===== src/rtl/prio_dispatch_pkg.sv =====
// Shared definitions for the priority dispatcher: command codes, slot state
// encoding and command classification helpers.
package prio_dispatch_pkg;

  localparam int CMD_W = 4;
  localparam int TAG_W = 2;

  localparam logic [CMD_W-1:0] CMD_NOP = 4'd0;
  localparam logic [CMD_W-1:0] CMD_ADD = 4'd1;
  localparam logic [CMD_W-1:0] CMD_SUB = 4'd2;
  localparam logic [CMD_W-1:0] CMD_SHL = 4'd5;
  localparam logic [CMD_W-1:0] CMD_SHR = 4'd6;

  typedef enum logic [1:0] {
    EMPTY    = 2'd0,
    PEND_ADD = 2'd1,
    PEND_SHF = 2'd2
  } slot_state_e;

  function automatic logic is_add(input logic [CMD_W-1:0] cmd);
    return (cmd == CMD_ADD) || (cmd == CMD_SUB);
  endfunction

  function automatic logic is_shf(input logic [CMD_W-1:0] cmd);
    return (cmd == CMD_SHL) || (cmd == CMD_SHR);
  endfunction

  function automatic logic is_valid(input logic [CMD_W-1:0] cmd);
    return is_add(cmd) || is_shf(cmd);
  endfunction

endpackage


===== src/rtl/prio_dispatch_if.sv =====
// Bundle of hold-register inputs, execution-unit issue channels and response
// flags around the dispatcher; master is the dispatcher, slave its environment.
interface prio_dispatch_if #(
  parameter int NUM_PORTS = 4,
  parameter int DW        = 32
);
  import prio_dispatch_pkg::*;

  logic [4*NUM_PORTS-1:0]  hold_prio_req;
  logic [DW*NUM_PORTS-1:0] hold_data1;
  logic [DW*NUM_PORTS-1:0] hold_data2;

  // Issue channels: a transfer happens on a rising clock edge where vld and
  // rdy are both 1. Once vld rises, cmd/op1/op2/tag hold stable until that
  // transfer; vld never drops without one (except on reset).
  logic             add_vld;
  logic             add_rdy;
  logic [CMD_W-1:0] add_cmd;
  logic [DW-1:0]    add_op1;
  logic [DW-1:0]    add_op2;
  logic [TAG_W-1:0] add_tag;

  logic             shf_vld;
  logic             shf_rdy;
  logic [CMD_W-1:0] shf_cmd;
  logic [DW-1:0]    shf_op1;
  logic [DW-1:0]    shf_op2;
  logic [TAG_W-1:0] shf_tag;

  logic [NUM_PORTS-1:0] inv_cmd;
  logic [NUM_PORTS-1:0] port_drop;

  slot_state_e [NUM_PORTS-1:0] slot_dbg;

  modport master (
    input  hold_prio_req, hold_data1, hold_data2, add_rdy, shf_rdy,
    output add_vld, add_cmd, add_op1, add_op2, add_tag,
    output shf_vld, shf_cmd, shf_op1, shf_op2, shf_tag,
    output inv_cmd, port_drop, slot_dbg
  );

  modport slave (
    output hold_prio_req, hold_data1, hold_data2, add_rdy, shf_rdy,
    input  add_vld, add_cmd, add_op1, add_op2, add_tag,
    input  shf_vld, shf_cmd, shf_op1, shf_op2, shf_tag,
    input  inv_cmd, port_drop, slot_dbg
  );

endinterface


===== src/rtl/prio_dispatch_rr_arbiter.sv =====
// Round-robin arbiter: first requester at or after ptr wins; next_ptr points
// one past the winner. N must be a power of two so the index wraps for free.
module rr_arbiter #(
  parameter int N  = 4,
  parameter int PW = 2
) (
  input  logic [N-1:0]  req,
  input  logic [PW-1:0] ptr,
  output logic [N-1:0]  grant,
  output logic [PW-1:0] next_ptr,
  output logic          any
);

  logic [PW-1:0] idx;

  always_comb begin
    grant    = '0;
    next_ptr = ptr;
    any      = 1'b0;
    idx      = '0;
    for (int i = 0; i < N; i++) begin
      idx = ptr + PW'(i);
      if (!any && req[idx]) begin
        grant[idx] = 1'b1;
        next_ptr   = idx + PW'(1);
        any        = 1'b1;
      end
    end
  end

endmodule


===== src/rtl/prio_dispatch.sv =====
// Buffers one command per port, arbitrates round-robin per execution-unit
// class and issues to the adder and shifter over valid/ready channels.
module prio_dispatch
  import prio_dispatch_pkg::*;
#(
  parameter int NUM_PORTS = 4,
  parameter int DW        = 32
) (
  input  logic          c_clk,
  input  logic          reset,
  prio_dispatch_if.master bus
);

  localparam int PW = TAG_W;

  slot_state_e [NUM_PORTS-1:0] state_q, state_d;
  logic [CMD_W-1:0] cmd_q [NUM_PORTS];
  logic [DW-1:0]    op1_q [NUM_PORTS];
  logic [DW-1:0]    op2_q [NUM_PORTS];

  logic [NUM_PORTS-1:0] add_req, shf_req;
  logic [NUM_PORTS-1:0] add_grant, shf_grant;
  logic [NUM_PORTS-1:0] freed, capture, inv_d, drop_d;
  logic [NUM_PORTS-1:0] inv_q, drop_q;
  logic [PW-1:0]        add_ptr_q, shf_ptr_q, add_ptr_nxt, shf_ptr_nxt;
  logic                 add_any, shf_any, add_load, shf_load;
  logic [CMD_W-1:0]     c_in;

  logic             add_vld_q, shf_vld_q;
  logic [CMD_W-1:0] add_cmd_q, shf_cmd_q, add_sel_cmd, shf_sel_cmd;
  logic [DW-1:0]    add_op1_q, add_op2_q, shf_op1_q, shf_op2_q;
  logic [DW-1:0]    add_sel_op1, add_sel_op2, shf_sel_op1, shf_sel_op2;
  logic [TAG_W-1:0] add_tag_q, shf_tag_q, add_sel_tag, shf_sel_tag;

  always_comb begin
    add_req = '0;
    shf_req = '0;
    for (int p = 0; p < NUM_PORTS; p++) begin
      add_req[p] = (state_q[p] == PEND_ADD);
      shf_req[p] = (state_q[p] == PEND_SHF);
    end
  end

  rr_arbiter #(.N(NUM_PORTS), .PW(PW)) u_add_arb (
    .req      (add_req),
    .ptr      (add_ptr_q),
    .grant    (add_grant),
    .next_ptr (add_ptr_nxt),
    .any      (add_any)
  );

  rr_arbiter #(.N(NUM_PORTS), .PW(PW)) u_shf_arb (
    .req      (shf_req),
    .ptr      (shf_ptr_q),
    .grant    (shf_grant),
    .next_ptr (shf_ptr_nxt),
    .any      (shf_any)
  );

  // An issue register takes a new winner when empty or draining this cycle.
  assign add_load = add_any && (!add_vld_q || bus.add_rdy);
  assign shf_load = shf_any && (!shf_vld_q || bus.shf_rdy);
  assign freed    = (add_load ? add_grant : '0) | (shf_load ? shf_grant : '0);

  // Slot FSM next state; a slot freed this cycle can accept a new command.
  always_comb begin
    state_d = state_q;
    capture = '0;
    inv_d   = '0;
    drop_d  = '0;
    c_in    = CMD_NOP;
    for (int p = 0; p < NUM_PORTS; p++) begin
      c_in = bus.hold_prio_req[4*p +: 4];
      if (freed[p]) state_d[p] = EMPTY;
      if (c_in != CMD_NOP) begin
        if (!is_valid(c_in)) begin
          inv_d[p] = 1'b1;
        end else if (state_q[p] == EMPTY || freed[p]) begin
          capture[p] = 1'b1;
          state_d[p] = is_add(c_in) ? PEND_ADD : PEND_SHF;
        end else begin
          drop_d[p] = 1'b1;
        end
      end
    end
  end

  always_ff @(posedge c_clk or negedge reset) begin
    if (!reset) begin
      state_q <= {NUM_PORTS{EMPTY}};
      inv_q   <= '0;
      drop_q  <= '0;
    end else begin
      state_q <= state_d;
      inv_q   <= inv_d;
      drop_q  <= drop_d;
    end
  end

  always_ff @(posedge c_clk or negedge reset) begin
    if (!reset) begin
      for (int p = 0; p < NUM_PORTS; p++) begin
        cmd_q[p] <= CMD_NOP;
        op1_q[p] <= '0;
        op2_q[p] <= '0;
      end
    end else begin
      for (int p = 0; p < NUM_PORTS; p++) begin
        if (capture[p]) begin
          cmd_q[p] <= bus.hold_prio_req[4*p +: 4];
          op1_q[p] <= bus.hold_data1[DW*p +: DW];
          op2_q[p] <= bus.hold_data2[DW*p +: DW];
        end
      end
    end
  end

  // Grants are one-hot, so OR-ing the selected slots forms the issue mux.
  always_comb begin
    add_sel_cmd = '0;
    add_sel_op1 = '0;
    add_sel_op2 = '0;
    add_sel_tag = '0;
    shf_sel_cmd = '0;
    shf_sel_op1 = '0;
    shf_sel_op2 = '0;
    shf_sel_tag = '0;
    for (int p = 0; p < NUM_PORTS; p++) begin
      if (add_grant[p]) begin
        add_sel_cmd = add_sel_cmd | cmd_q[p];
        add_sel_op1 = add_sel_op1 | op1_q[p];
        add_sel_op2 = add_sel_op2 | op2_q[p];
        add_sel_tag = add_sel_tag | TAG_W'(p);
      end
      if (shf_grant[p]) begin
        shf_sel_cmd = shf_sel_cmd | cmd_q[p];
        shf_sel_op1 = shf_sel_op1 | op1_q[p];
        shf_sel_op2 = shf_sel_op2 | op2_q[p];
        shf_sel_tag = shf_sel_tag | TAG_W'(p);
      end
    end
  end

  always_ff @(posedge c_clk or negedge reset) begin
    if (!reset) begin
      add_vld_q <= 1'b0;
      add_cmd_q <= '0;
      add_op1_q <= '0;
      add_op2_q <= '0;
      add_tag_q <= '0;
      add_ptr_q <= '0;
    end else if (add_load) begin
      add_vld_q <= 1'b1;
      add_cmd_q <= add_sel_cmd;
      add_op1_q <= add_sel_op1;
      add_op2_q <= add_sel_op2;
      add_tag_q <= add_sel_tag;
      add_ptr_q <= add_ptr_nxt;
    end else if (bus.add_rdy) begin
      add_vld_q <= 1'b0;
    end
  end

  always_ff @(posedge c_clk or negedge reset) begin
    if (!reset) begin
      shf_vld_q <= 1'b0;
      shf_cmd_q <= '0;
      shf_op1_q <= '0;
      shf_op2_q <= '0;
      shf_tag_q <= '0;
      shf_ptr_q <= '0;
    end else if (shf_load) begin
      shf_vld_q <= 1'b1;
      shf_cmd_q <= shf_sel_cmd;
      shf_op1_q <= shf_sel_op1;
      shf_op2_q <= shf_sel_op2;
      shf_tag_q <= shf_sel_tag;
      shf_ptr_q <= shf_ptr_nxt;
    end else if (bus.shf_rdy) begin
      shf_vld_q <= 1'b0;
    end
  end

  assign bus.add_vld   = add_vld_q;
  assign bus.add_cmd   = add_cmd_q;
  assign bus.add_op1   = add_op1_q;
  assign bus.add_op2   = add_op2_q;
  assign bus.add_tag   = add_tag_q;
  assign bus.shf_vld   = shf_vld_q;
  assign bus.shf_cmd   = shf_cmd_q;
  assign bus.shf_op1   = shf_op1_q;
  assign bus.shf_op2   = shf_op2_q;
  assign bus.shf_tag   = shf_tag_q;
  assign bus.inv_cmd   = inv_q;
  assign bus.port_drop = drop_q;
  assign bus.slot_dbg  = state_q;

endmodule

===== src/flat_wrapper.sv =====
// flat-port wrapper written by rule: the top's interface ports become plain ports
module prio_dispatch_flat import prio_dispatch_pkg::*;
#(
  parameter int NUM_PORTS = 4,
  parameter int DW        = 32
)
  (c_clk, reset, bus_hold_prio_req, bus_hold_data1, bus_hold_data2, bus_add_rdy, bus_shf_rdy, bus_add_vld, bus_add_cmd, bus_add_op1, bus_add_op2, bus_add_tag, bus_shf_vld, bus_shf_cmd, bus_shf_op1, bus_shf_op2, bus_shf_tag, bus_inv_cmd, bus_port_drop, bus_slot_dbg);
  prio_dispatch_if #(.NUM_PORTS(NUM_PORTS), .DW(DW)) bus_i ();
  input  logic c_clk;
  input  logic reset;
  input wire logic [$bits(bus_i.hold_prio_req)-1:0] bus_hold_prio_req;
  input wire logic [$bits(bus_i.hold_data1)-1:0] bus_hold_data1;
  input wire logic [$bits(bus_i.hold_data2)-1:0] bus_hold_data2;
  input wire logic [$bits(bus_i.add_rdy)-1:0] bus_add_rdy;
  input wire logic [$bits(bus_i.shf_rdy)-1:0] bus_shf_rdy;
  output wire logic [$bits(bus_i.add_vld)-1:0] bus_add_vld;
  output wire logic [$bits(bus_i.add_cmd)-1:0] bus_add_cmd;
  output wire logic [$bits(bus_i.add_op1)-1:0] bus_add_op1;
  output wire logic [$bits(bus_i.add_op2)-1:0] bus_add_op2;
  output wire logic [$bits(bus_i.add_tag)-1:0] bus_add_tag;
  output wire logic [$bits(bus_i.shf_vld)-1:0] bus_shf_vld;
  output wire logic [$bits(bus_i.shf_cmd)-1:0] bus_shf_cmd;
  output wire logic [$bits(bus_i.shf_op1)-1:0] bus_shf_op1;
  output wire logic [$bits(bus_i.shf_op2)-1:0] bus_shf_op2;
  output wire logic [$bits(bus_i.shf_tag)-1:0] bus_shf_tag;
  output wire logic [$bits(bus_i.inv_cmd)-1:0] bus_inv_cmd;
  output wire logic [$bits(bus_i.port_drop)-1:0] bus_port_drop;
  output wire logic [$bits(bus_i.slot_dbg)-1:0] bus_slot_dbg;
  assign bus_i.hold_prio_req = bus_hold_prio_req;
  assign bus_i.hold_data1 = bus_hold_data1;
  assign bus_i.hold_data2 = bus_hold_data2;
  assign bus_i.add_rdy = bus_add_rdy;
  assign bus_i.shf_rdy = bus_shf_rdy;
  assign bus_add_vld = bus_i.add_vld;
  assign bus_add_cmd = bus_i.add_cmd;
  assign bus_add_op1 = bus_i.add_op1;
  assign bus_add_op2 = bus_i.add_op2;
  assign bus_add_tag = bus_i.add_tag;
  assign bus_shf_vld = bus_i.shf_vld;
  assign bus_shf_cmd = bus_i.shf_cmd;
  assign bus_shf_op1 = bus_i.shf_op1;
  assign bus_shf_op2 = bus_i.shf_op2;
  assign bus_shf_tag = bus_i.shf_tag;
  assign bus_inv_cmd = bus_i.inv_cmd;
  assign bus_port_drop = bus_i.port_drop;
  assign bus_slot_dbg = bus_i.slot_dbg;
  prio_dispatch #(.NUM_PORTS(NUM_PORTS), .DW(DW)) u_core (.c_clk(c_clk), .reset(reset), .bus(bus_i));
endmodule

===== config.mk =====
export PLATFORM = sky130hd
export DESIGN_NAME = prio_dispatch_flat
export DESIGN_NICKNAME = d
export VERILOG_FILES = /design/src/rtl/prio_dispatch_pkg.sv /design/src/rtl/prio_dispatch_if.sv /design/src/rtl/prio_dispatch_rr_arbiter.sv /design/src/rtl/prio_dispatch.sv /design/src/flat_wrapper.sv
export SDC_FILE = /design/constraint.sdc
export NUM_CORES = 1
export LEC_CHECK = 0
export BUFFER_PORTS_ARGS = -buffer_cell sky130_fd_sc_hd__buf_2
export CORE_ASPECT_RATIO = 1.4
export CORE_MARGIN = 4
export CORE_UTILIZATION = 59
export CTS_CLUSTER_DIAMETER = 150
export DETAILED_ROUTE_END_ITERATION = 10
export MAX_ROUTING_LAYER = met4
export PLACE_DENSITY_LB_ADDON = 0.1
export SYNTH_ARGS = -nofsm -noshare
export SYNTH_HDL_FRONTEND = slang
export SYNTH_HIERARCHICAL = 1
export SYNTH_SLANG_ARGS = --single-unit
export TNS_END_PERCENT = 20

===== constraint.sdc =====
create_clock -name c_clk -period 8.94 [get_ports c_clk]
set_clock_uncertainty 0.1 [all_clocks]
set_input_delay 1.788 -clock c_clk [delete_from_list [all_inputs] [get_ports c_clk]]
set_output_delay 1.788 -clock c_clk [all_outputs]
set_load 0.02 [all_outputs]

==> impl_metrics.ini, run 1 <==
[outcome]
outcome = complete, no violations

[grt]
use_met1_pct = 39.1
grt_pass1_wl_um = 92100
met2_usage_pct = 54.2
grt_usage_pct = 33.4
grt_pass1_vias = 16225
antenna_found_initial = 22
grt_max_degree = 169
grt_use_met3_pct = 7.52
grt_overflow = 0
top_usage_layer = met2

[critical_path]
rr_startpoint = u_core/add_ptr_q[0]$_DFFE_PN0N_
critPathLaunch = u_core/add_ptr_q[0]$_DFFE_PN0N_
crit_chain = inv_1 -> ha_1 -> mux4_1 -> nor2b_1 -> nor2b_4 -> a22oi_1 -> o21ai_4 -> buf_4 -> and2_1 -> a32oi_2 -> a21o_4 -> buf_4 -> mux2_2
start_kind = register
path_depth = 13
worst-path-buf-inv = 3
critPathTopFamily = buffers and inverters
required_ps = 9290
regToRegEndpoint = u_core/op1_q[73]$_DFFE_PN0P_
endpoint = u_core/op1_q[73]$_DFFE_PN0P_
reg2reg_depth = 13
worst-setup-path-type = reg2reg
crit_top_cell = buf_4
arrival_ps = 5480
end_kind = register
worst_path_max_delay_cell = dfrtp_1
slowest_delay_ps = 640
cp_max_fo = 70
reg2reg_slack_ps = 3810

[clocking]
cts_resized = 0
hold_buffers = 0
post_cts_buffers = 0
clkSinkCount = 434
clockRootBuffer = clkbuf_16
cts.path.max_buffers = 3
cts_tree = yes
clkSlewWorstSetupHoldPaths_ps = 70
cts_made_buffers = 43
clk-insertion-delay-late_ps = 560
ctsHtreeMaxLevel = 2

[timing]
maxSlewViolCount = 0
worst_pin_slew_ps = 1100
max_freq_ghz = 0.195
period_share_pct = 57.4
period_minus_slack_ps = 5130
rsz0062_at_grt = no
finalHoldViolations = 0
setup_viol_count_final = 0
max-slew-margin-rel_pct = 26.8
fin_tns_setup_ps = 0

[final_layout]
final_util_pct = 71.2
fill_cells = 2434
fin_nets = 2230
drive_gt1_share_pct = 41.9
syn2layout_area_growth_pct = 18.9

[power_and_ir_drop]
vdd_drop_max_mv = 0.509
power.density_nw_per_um2 = 499
p_total_mw = 11.8
p_leak_nw = 11.2

[floorplanning]
rows = 79
die_w_um = 163
io_pins = 434
start_util_pct = 59.9
fp.dieH_um = 226
dieArea_sq_um = 36900
core_region_area_sq_um = 33300

[drt]
wirelength_um = 60600
viasPerCell = 6.27
post_drt_wl_per_cell_um = 24.8
drtIter0Drc = 1385
vias = 15340
first_pass_iters = 5
postRouteAntennaNets = 0
drcViolationCount = 0

[synth]
yosys_warnings = 6
syn-num-nets = 1860
synth-main-ff-cell = dfrtp_1
ys_seq_area_share_pct = 54.4
yosysTopAreaCell = dfrtp_1
synth_area_sq_um = 20000
avgSynthCellArea_sq_um = 12.7
async_flop_share_pct = 100
syn_inst = 1572
ys_types = 54
ys_top_cells_by_area = dfrtp_1 54%, mux2_2 11%, a221oi_1 6.0%
ys_ff_latch = 434
synth_edf_count = 0
synth_top_area_share_pct = 54.4

[flow_run]
max-cap-violations = 0

[placed_design]
place_hpwl_um = 37800
gp_congestion = 0.855
io_buffers = 433

[min_path]
min-delay-start = u_core/bus.add_op2[30]$_DFFE_PN0N_
holdPathStages = 2
hold_class = reg2reg
-- kinds of logic (layout without fill, tap and decap cells) --
group | Yosys count | in the layout | synth area share, %
buffers and inverters | 135 | 539 | 3.80
DFF | 434 | 434 | 54.4
muxes | 282 | 282 | 17.6
AOI/OAI and AO/OA | 465 | 465 | 17.8
and+or+nand+nor | 239 | 239 | 5.42
adders and majority gates | 12 | 12 | 0.752
xor gates and xnor gates | 5 | 5 | 0.219
other | 0 | 24 | 0
-- worst min-delay path by stage --
stage,to
2_1_floorplan,u_core/cmd_q[15]$_DFFE_PN0P_
3_3_place_gp,u_core/bus.shf_op2[15]$_DFFE_PN0N_
3_5_place_dp,u_core/bus.add_op2[30]$_DFFE_PN0N_
4_1_cts,u_core/bus.add_op2[30]$_DFFE_PN0N_
5_1_grt,u_core/bus.add_op2[11]$_DFFE_PN0N_
6_report,u_core/bus.add_op2[30]$_DFFE_PN0N_
-- worst reg2reg max path, cell delays in order (launching register included) --
cell	delay [ps]
dfrtp_1	640
inv_1	180
ha_1	450
mux4_1	340
nor2b_1	170
nor2b_4	140
a22oi_1	250
o21ai_4	80
buf_4	450
and2_1	320
a32oi_2	280
a21o_4	560
buf_4	610
mux2_2	460
-- registers in the layout, summed over array words and instances, names as in the netlist --
signal,flops
u_core/bus.add_op2,32
u_core/bus.add_cmd,4
u_core/cmd_q,16
u_core/bus.add_tag,2
u_core/bus.slot_dbg,8
u_core/bus.shf_vld,1
u_core/op2_q,128
u_core/bus.shf_tag,2
u_core/bus.shf_op1,32
u_core/op1_q,128
u_core/add_ptr_q,2
u_core/bus.shf_cmd,4
u_core/bus.shf_op2,32
u_core/bus.add_op1,32
u_core/bus.inv_cmd,4
u_core/shf_ptr_q,2
u_core/bus.add_vld,1
u_core/bus.port_drop,4
-- power breakdown --
group	switching (mW)	leakage, nW	internal (mW)
clock	0.780	0.718	1.09
combinational	3.69	5.18	2.62
sequential	0.731	5.31	2.93
total	5.20	11.2	6.64
-- area by class of cell --
type	instances	area (sq um)	share of cell area (%)
Sequential cell	434	10900	45.8
Timing Repair Buffer	451	2340	9.85
Tap cell	445	557	2.35
Inverter	9	33.8	0.142
Clock buffer	56	1190	5.00
Clock inverter	23	264	1.11
Multi-Input combinational cell	1003	8430	35.5
Antenna cell	24	60.1	0.253
-- per-layer routing --
layer	share of wire (%)	routed length (um)
met1	37	22200
met2	50	30500
met3	8.5	5150
met4	4.7	2840
met5	0	0
-- per-stage QoR --
stage,area (sq um),std cells,setup WS [ps],hold WS (ps)
after floorplan,20000,1572,5460,377
after global placement,22200,2342,4000,357
after detailed placement,22200,2342,3850,364
after CTS,23700,2421,3830,378
after global routing,23700,2443,3630,397
final,23700,2445,3810,374
-- cell usage after synthesis (2+ instances only) --
cell	instances
dfrtp_1	434
mux2_2	198
nand2_1	168
o21ai_0	149
a221oi_1	137
a22o_1	136
clkbuf_1	74
mux2_4	72
buf_4	16
nor2b_1	14
buf_2	13
nor2_1	13
ha_1	12
a22oi_1	10
inv_1	9
and2_1	8
buf_1	8
buf_12	7
nand2b_1	7
a21oi_1	6
mux2i_1	6
buf_6	5
or2_2	5
a211o_1	4
a21o_4	4
a222oi_1	4
a32o_1	4
a32oi_2	4
and3_1	4
mux4_2	4
xor2_1	4
nor3b_1	3
and3b_1	2
buf_8	2
mux4_1	2
nand3b_1	2
nand4_1	2
nor2b_4	2
nor3_1	2
or3_1	2
-- cell usage in the layout (no fill, tap or decap), types with 12 or more instances in the layout --
master,n
a221oi_1,137
a22o_1,136
buf_2,432
buf_4,16
clkbuf_16,44
clkinv_2,13
dfrtp_1,434
diode_2,24
ha_1,12
mux2_2,198
mux2_4,72
nand2_1,162
nor2_1,13
nor2b_1,14
o21ai_0,145
Power figures use the tool's default switching activity.
==> inputs of run 2 (changes only) <==
--- a/config.mk
+++ b/config.mk
@@ -8,7 +8,7 @@
 export BUFFER_PORTS_ARGS = -buffer_cell sky130_fd_sc_hd__buf_2
 export CORE_ASPECT_RATIO = 1.4
 export CORE_MARGIN = 4
-export CORE_UTILIZATION = 59
+export CORE_UTILIZATION = 50
 export CTS_CLUSTER_DIAMETER = 150
 export DETAILED_ROUTE_END_ITERATION = 10
 export MAX_ROUTING_LAYER = met4
==> constraint.sdc (replaced) <==
create_clock -name c_clk -period 4.5 [get_ports c_clk]
set_clock_uncertainty 0.1 [all_clocks]
set_input_delay 0.9 -clock c_clk [delete_from_list [all_inputs] [get_ports c_clk]]
set_output_delay 0.9 -clock c_clk [all_outputs]
set_load 0.02 [all_outputs]
==> run 2 against run 1 <==
  * Critical path depth is 3 lower
  * Critical endpoint is now u_core/op1_q[3]$_DFFE_PN0P_
  * Sequential share of layout area fell by 0.99 points
  * Via count decreased by 0.96%
  * Routed wire length rose by 3.7%
==> impl_metrics.ini, run 2 (same netlist as run 1, synthesis figures left out) <==
[final_layout]
fill_cells = 3290
drive_gt1_share_pct = 42.3
reg_top3 = u_core/op1_q: 128 flops, u_core/op2_q: 128 flops
final_common_cell = dfrtp_1
mostFrequentLayoutCells = 434 x dfrtp_1, 432 x buf_2, 198 x mux2_2
syn2layout_area_growth_pct = 21.5
layout.cells.non_filler = 2546
fin_nets = 2249

[power_and_ir_drop]
p_leak_nw = 11.4
power.density_nw_per_um2 = 993
p_total_mw = 24.1
vdd_drop_max_mv = 0.675

[drt]
drtIter0Drc = 1040
wirelength_um = 62800
drcViolationCount = 0
post_drt_wl_per_cell_um = 24.7
first_pass_iters = 6
viasPerCell = 5.97
vias = 15192
postRouteAntennaNets = 0

[placed_design]
place_hpwl_um = 39200
dp.cells = 2442
io_buffers = 433
dp_slack_ps = 453
gp_congestion = 0.846

[critical_path]
end_kind = register
start_kind = register
arrival_ps = 4460
required_ps = 4840
cp_max_fo = 34
worst-setup-path-type = reg2reg

[floorplanning]
rows = 86
die_w_um = 177
dieArea_sq_um = 43200
io_pins = 434
fp.dieH_um = 244
core_region_area_sq_um = 39400
start_util_pct = 50.7

[clocking]
cts_made_buffers = 45
clk-insertion-delay-late_ps = 560
ctsHtreeMaxLevel = 2
cts.path.max_buffers = 3
post_cts_buffers = 0
cts_tree = yes
clkSinkCount = 434
hold_buffers = 0
clockRootBuffer = clkbuf_16
clkSlewWorstSetupHoldPaths_ps = 60
cts_resized = 0

[timing]
fin_tns_setup_ps = 0
max_freq_ghz = 0.243
period_minus_slack_ps = 4110
rsz0062_at_grt = no
period_share_pct = 91.4
finalHoldViolations = 0
max-slew-margin-rel_pct = 34.9
worst_pin_slew_ps = 977
setup_ws_ps = 387
setup_viol_count_final = 0
maxSlewViolCount = 0

[grt]
grt_overflow = 0
grt_pass1_wl_um = 94300
grt_max_degree = 116
grt_usage_pct = 29.1
antenna_found_initial = 24
grt_pass1_vias = 15917

[flow_run]
max-cap-violations = 0

[outcome]
outcome = complete, no violations

[min_path]
hold_class = in2async
-- run 2: cell count changes in the layout (fill, tap and decap cells not counted), sizes merged --
cell and change:
clkinv -10, buf +17, diode +1, clkinvlp +3, clkbuf +5, inv +2
-- run 2: critical path, cell delays in order (launching register included) --
cell and delay (ps):
dfrtp_1 560, inv_1 160, ha_1 440, mux4_2 450
or2_4 300, or3_1 410, and2_1 210, a32oi_2 310
a21o_4 310, buf_12 280, mux2_2 380
-- run 2: worst paths after layout --
| check | slack [ps] | startpoint | cells after the start | to |
|---|---|---|---|---|
| worst max-delay path | 390 | u_core/add_ptr_q[1]$_DFFE_PN0N_ | 10 | u_core/op1_q[3]$_DFFE_PN0P_ |
| worst min-delay path | 320 | reset | 1 | u_core/op2_q[75]$_DFFE_PN0P_ |
| worst max register to register | 390 | u_core/add_ptr_q[1]$_DFFE_PN0N_ | 10 | u_core/op1_q[3]$_DFFE_PN0P_ |
| worst min register to register | 370 | u_core/bus.add_op2[2]$_DFFE_PN0N_ | 2 | u_core/bus.add_op2[2]$_DFFE_PN0N_ |
| max in group asynchronous | 2900 | reset | 2 | u_core/bus.add_op1[10]$_DFFE_PN0N_ |
| min in group c_clk | 370 | u_core/bus.add_op2[2]$_DFFE_PN0N_ | 2 | u_core/bus.add_op2[2]$_DFFE_PN0N_ |
-- run 2: layout make-up --
cell class | count | area (sq um) | area share, %
Clock inverter | 18 | 254 | 1.05
Clock buffer | 61 | 1260 | 5.18
Multi-Input combinational cell | 1003 | 8440 | 34.8
Inverter | 9 | 33.8 | 0.139
Timing Repair Buffer | 468 | 2690 | 11.1
Antenna cell | 25 | 62.6 | 0.258
Sequential cell | 434 | 10900 | 44.8
Tap cell | 528 | 661 | 2.72
-- run 2: routing by layer --
| metal | track usage (%) | part of all wire (%) |
|---|---|---|
| met1 | 34.8 | 39 |
| met2 | 47.1 | 50 |
| met3 | 6.23 | 7.3 |
| met4 | 13.8 | 4.5 |
| met5 | - | 0 |
-- run 2: stage by stage --
stage	area (sq um)	util (%)	hold slack [ps]
after floorplan	20000	-	377
after global placement	22700	57.6	357
after detailed placement	22700	57.6	365
after CTS	24200	61.4	377
after global routing	24300	61.6	397
final	24300	61.6	323
-- run 2: where the power goes --
group | internal (mW) | leakage, nW | switching, mW
logic | 5.55 | 5.35 | 7.46
registers | 5.82 | 5.31 | 1.40
clock network | 2.26 | 0.726 | 1.59
